`src/rtl/egd_arbiter.sv`:
```
// egd_arbiter: round-robin sharer of one Exp-Golomb decoder between two requesters; EGD_PERF_CNT_EN builds the grant counters
module egd_arbiter #(
   parameter int DEC_LAT = 2,
   parameter int CNT_W   = 16
) (
   input  logic              clk,
   input  logic              reset_n,
   input  logic              flush,
   input  logic [1:0]        req_valid,
   input  logic [1:0][1:0]   req_sel,
   input  logic [1:0][15:0]  req_bits,
   output logic [1:0]        req_ready,
   output logic [1:0]        rsp_valid,
   output logic [7:0]        rsp_data,
   input  logic [1:0]        rsp_ready,
   output logic [1:0]        dec_sel,
   output logic [15:0]       dec_bits,
   input  logic [7:0]        dec_out,
   output logic              busy,
   output logic [CNT_W-1:0]  grant_cnt0,
   output logic [CNT_W-1:0]  grant_cnt1
);
   typedef enum logic [1:0] {IDLE, WAIT, RESP} state_t;
   state_t state, nxt;
   logic [3:0] cnt;
   logic gnt, last_grant, win, hs;
   always_comb begin
      win = &req_valid ? ~last_grant : req_valid[1];
      req_ready = (reset_n && state == IDLE && !flush && |req_valid) ? (win ? 2'b10 : 2'b01) : 2'b00;
      hs = |req_ready;
      nxt = state;
      case (state)
         IDLE:    nxt = hs ? WAIT : IDLE;
         WAIT:    nxt = flush ? IDLE : (cnt == 4'd1 ? RESP : WAIT);
         RESP:    nxt = (flush || rsp_ready[gnt]) ? IDLE : RESP;
         default: nxt = IDLE;
      endcase
   end
   always_ff @(posedge clk or negedge reset_n)
      if (!reset_n) state <= IDLE;
      else state <= nxt;
   always_ff @(posedge clk or negedge reset_n) begin
      if (!reset_n) begin
         dec_sel    <= '0;
         dec_bits   <= '0;
         rsp_data   <= '0;
         rsp_valid  <= '0;
         gnt        <= 1'b0;
         last_grant <= 1'b1;
         cnt        <= '0;
         busy       <= 1'b0;
      end else begin
         busy <= nxt != IDLE;
         if (hs) begin
            dec_sel    <= req_sel[win];
            dec_bits   <= req_bits[win];
            gnt        <= win;
            last_grant <= win;
            cnt        <= 4'(DEC_LAT);
         end else if (state == WAIT) cnt <= cnt - 4'd1;
         // decoder inputs have now been stable for DEC_LAT cycles
         if (state == WAIT && !flush && cnt == 4'd1) begin
            rsp_data  <= dec_out;
            rsp_valid <= gnt ? 2'b10 : 2'b01;
         end else if (nxt == IDLE) rsp_valid <= 2'b00;
      end
   end
`ifdef EGD_PERF_CNT_EN
   always_ff @(posedge clk or negedge reset_n) begin
      if (!reset_n) begin
         grant_cnt0 <= '0;
         grant_cnt1 <= '0;
      end else if (hs) begin
         if (win) grant_cnt1 <= grant_cnt1 + 1'b1;
         else grant_cnt0 <= grant_cnt0 + 1'b1;
      end
   end
`else
   assign grant_cnt0 = '0;
   assign grant_cnt1 = '0;
`endif
endmodule

```
`config.mk`:
```
export PLATFORM = sky130hd
export DESIGN_NAME = egd_arbiter
export DESIGN_NICKNAME = d
export VERILOG_FILES = /design/src/rtl/egd_arbiter.sv
export SDC_FILE = /design/constraint.sdc
export NUM_CORES = 1
export LEC_CHECK = 0
export CAP_MARGIN = 20
export CORE_ASPECT_RATIO = 0.7
export CORE_MARGIN = 3
export CORE_UTILIZATION = 40
export CTS_CLUSTER_SIZE = 40
export DETAILED_ROUTE_END_ITERATION = 12
export GPL_ROUTABILITY_DRIVEN = 0
export GPL_TIMING_DRIVEN = 0
export PLACE_DENSITY = 0.92
export SLEW_MARGIN = 20
export SYNTH_ARGS = -nofsm -noshare
export SYNTH_HDL_FRONTEND = slang
export SYNTH_SLANG_ARGS = --single-unit
```
`constraint.sdc`:
```
create_clock -name clk -period 3.2 [get_ports clk]
set_input_delay 0.32 -clock clk [delete_from_list [all_inputs] [get_ports clk]]
set_output_delay 0.32 -clock clk [all_outputs]
set_load 0.02 [all_outputs]
```
==> summary.md <==
| Metric | Value |
|---|---|
| DR iter-0 viols | 26 |
| Worst Slack Setup Final | 0.2128 ns |
| Clk Latency, worst-skew pair | 0.29 ns |
| Async SR Flop Fraction | 1.000 |
| Drt pass-1 iters | 4 |
| Core box area | 4913 sq um |
| Vias | 1,527 |
| Maximum level of the CTS H-tree | 2 |
| CP peak stage delay | 0.60 ns |
| Synth Warn # | 0 |
| Seq/Total Area, Yosys | 0.4448 |
| Highest clock rate | 334.8 MHz |
| TritonCTS Buffers | 5 |
| Critical path peak fanout | 17 |
| Detail Route Antenna Nets | 0 |
| Critical Setup Path Class | in -> out |
| Avg Inst Size Synth | 12.87 sq um |
| Detailed Place HPWL | 3632 microns |
| Postcts setup bufs | 0 |
| Rows | 21 |
| Initial antenna violation count | 0 |
| Most frequent cells in the layout | 80 x clkdlybuf4s50_1, 36 x dfrtp_1, 32 x buf_4, 32 x conb_1, 30 x mux2_2 |
| Most used cell, CP | buf_6 |
| Power, Total | 2186 uW |
| Chip width | 92.28 microns |
| Final Hold Viols | 0 |
| Top FF cell, synth | dfrtp_1 |
| Synthesized area | 2084 sq um |
| Setup violators final | 0 |
| RSZ-0062 raised after global routing | false |
| # DRC | 0 |
| Aggregate global routing overflow | 0 |
| Design area | 3246 sq um |
| Unique masters post-synth | 32 |
| Leakage | 0.001501 uW |
| Final worst-path cycle share | 0.9335 |
| CTS tree | done |
| Tmin final | 2.987 ns |
| Final Max Slew Viols | 0 |
| Largest net degree at the start of global routing | 23 |
| CP Launch Type | primary input |
| Routed WL per cell | 12.76 microns |
| Worst Path Required | 2.88 ns |
| Worst Hold Slack | 0.4819 ns |
| Vias per cell | 4.326 |
| Crit path capture type | output port |
| Critical-path top delay cell | clkdlybuf4s50_1 |
| Vias in the first global route | 1,553 |
| Clock transition at path regs | 0.08 ns |
| Placed Area | 3120 sq um |
| Pwr dens | 673.4 nW/um^2 |
| Status | complete, no violations |
| # port buffers | 81 |
| Post-Synthesis Cells | 162 |
| Post-synth EDFFs | 0 |
| # Max-Cap Violations | 0 |
| Nets@finish | 336 |
| Worst hold path type | in -> async |
| Die area | 6127 sq um |
| Max Clock Skew | 0.005114 ns |
| N_diodes | 0 |
| Area growth syn-to-layout | 55.70% |
| Dpl cells | 344 |
| Chip Height | 66.40 microns |
| Overall routing resource usage | 0.1590 |
| Fraction of layout cells with a size suffix above 1 | 0.3451 |
| Starting Density | 0.4242 |
| Worst Path Arrival | 2.67 ns |
| Final wirelength | 4506 microns |
| Leading cell type in the layout, fill and taps excluded | clkdlybuf4s50_1 |
| Post-Place Setup Slack | 0.6721 ns |
| Clock buffer depth | 2 |
| Root buffer cell | clkbuf_8 |
| I/O Pins | 114 |
| First-pass GRT wire length | 7500 microns |
| Crit-path cells | dlygate4sd3_1 > buf_2 > o21a_1 > and3b_1 > buf_6 > buf_6 > and2_1 > clkdlybuf4s50_1 |
| Fin cells | 353 |
| VDD IR-drop max | 0.3084 mV |
| Clock sinks | 37 |
| #FFs+latches synth | 37 |
[logic make-up after synthesis]
group | after synthesis | synth area share
AO/OA/AOI/OAI | 12 | 0.03781
XOR/XNOR | 2 | 0.008405
buffers and inverters | 40 | 0.1453
multiplexers | 47 | 0.2821
flip-flops | 37 | 0.4448
AND/OR/NAND/NOR | 21 | 0.06784
adder cells (fa/ha/maj) | 2 | 0.01200
other | 1 | 0.001799
[state kept, by name (all words and copies together), names as in the netlist]
| register | flops |
|---|---|
| dec_sel | 2 |
| state | 2 |
| rsp_data | 8 |
| rsp_valid | 2 |
| last_grant | 1 |
| dec_bits | 16 |
| cnt | 4 |
| busy | 1 |
| gnt | 1 |
[metal layers]
metal  track usage  up-vias  part of all wire
met5             0        -                 0
met4       0.03889        0            0.0082
met3       0.08532        4              0.11
met2        0.2491       73              0.44
met1        0.1926      712              0.43
li1              -      738                 -
[report_power, final]
group / leakage, uW / internal (uW) / switching, uW
Sequential: 0.000456 / 650 / 103
Combinational: 0.000991 / 580 / 444
Clock: 0.0000543 / 233 / 176
[worst paths after layout]
check | endpoint | slack, ns | from | cells after the start
worst min-delay path | dec_bits[6]$_DFFE_PN0P_ | 0.48 | reset_n | 2
worst max register to register | rsp_data[4]$_DFFE_PN0P_ | 1.42 | cnt[1]$_DFFE_PN0P_ | 5
max in group asynchronous | dec_sel[1]$_DFFE_PN0P_ | 2.27 | reset_n | 3
min in group clk | rsp_data[2]$_DFFE_PN0P_ | 0.51 | rsp_data[2]$_DFFE_PN0P_ | 1
worst max-delay path | req_ready[1] | 0.21 | reset_n | 8
worst min register to register | rsp_data[2]$_DFFE_PN0P_ | 0.51 | rsp_data[2]$_DFFE_PN0P_ | 1
[Yosys cell counts, types with 3 or more instances]
cell type | count | share of area
mux2_4 | 16 | 0.12
nor2_1 | 3 | 0.0054
o21ai_0 | 5 | 0.012
buf_4 | 32 | 0.12
nand3b_1 | 3 | 0.011
dfrtp_1 | 36 | 0.43
buf_6 | 4 | 0.022
mux2_2 | 30 | 0.16
or3_1 | 3 | 0.0090
a22oi_1 | 3 | 0.011
[critical path, delay by kind of cell]
family | cells | cell delay [ns]
AO/OA/AOI/OAI | 1 | 0.24
buffers and inverters | 5 | 1.77
AND/OR/NAND/NOR | 2 | 0.32
[per-stage QoR]
step / TNS [ns] / util
floorplan: 0 / -
global placement: -1.859 / 0.6305
detailed placement: 0 / 0.6351
CTS: 0 / 0.6606
global route: 0 / 0.6606
finish: 0 / 0.6606
[what timing repair did]
item	CTS	global route
hold buffers	1	0
hold endpoints to repair	14	0
resized for setup	0	0
[cell type report]
cell class | count | area (sq um)
fillers | 380 | 1668
multi-input cells | 116 | 970.9
flip-flops and latches | 37 | 927.1
repair buffers | 83 | 843.3
plain buffers | 38 | 295.3
well taps | 69 | 86.33
clock buffers | 5 | 68.82
clock inverters | 3 | 46.29
inverters | 2 | 7.507
No activity file was read; power rests on OpenSTA's default activity.
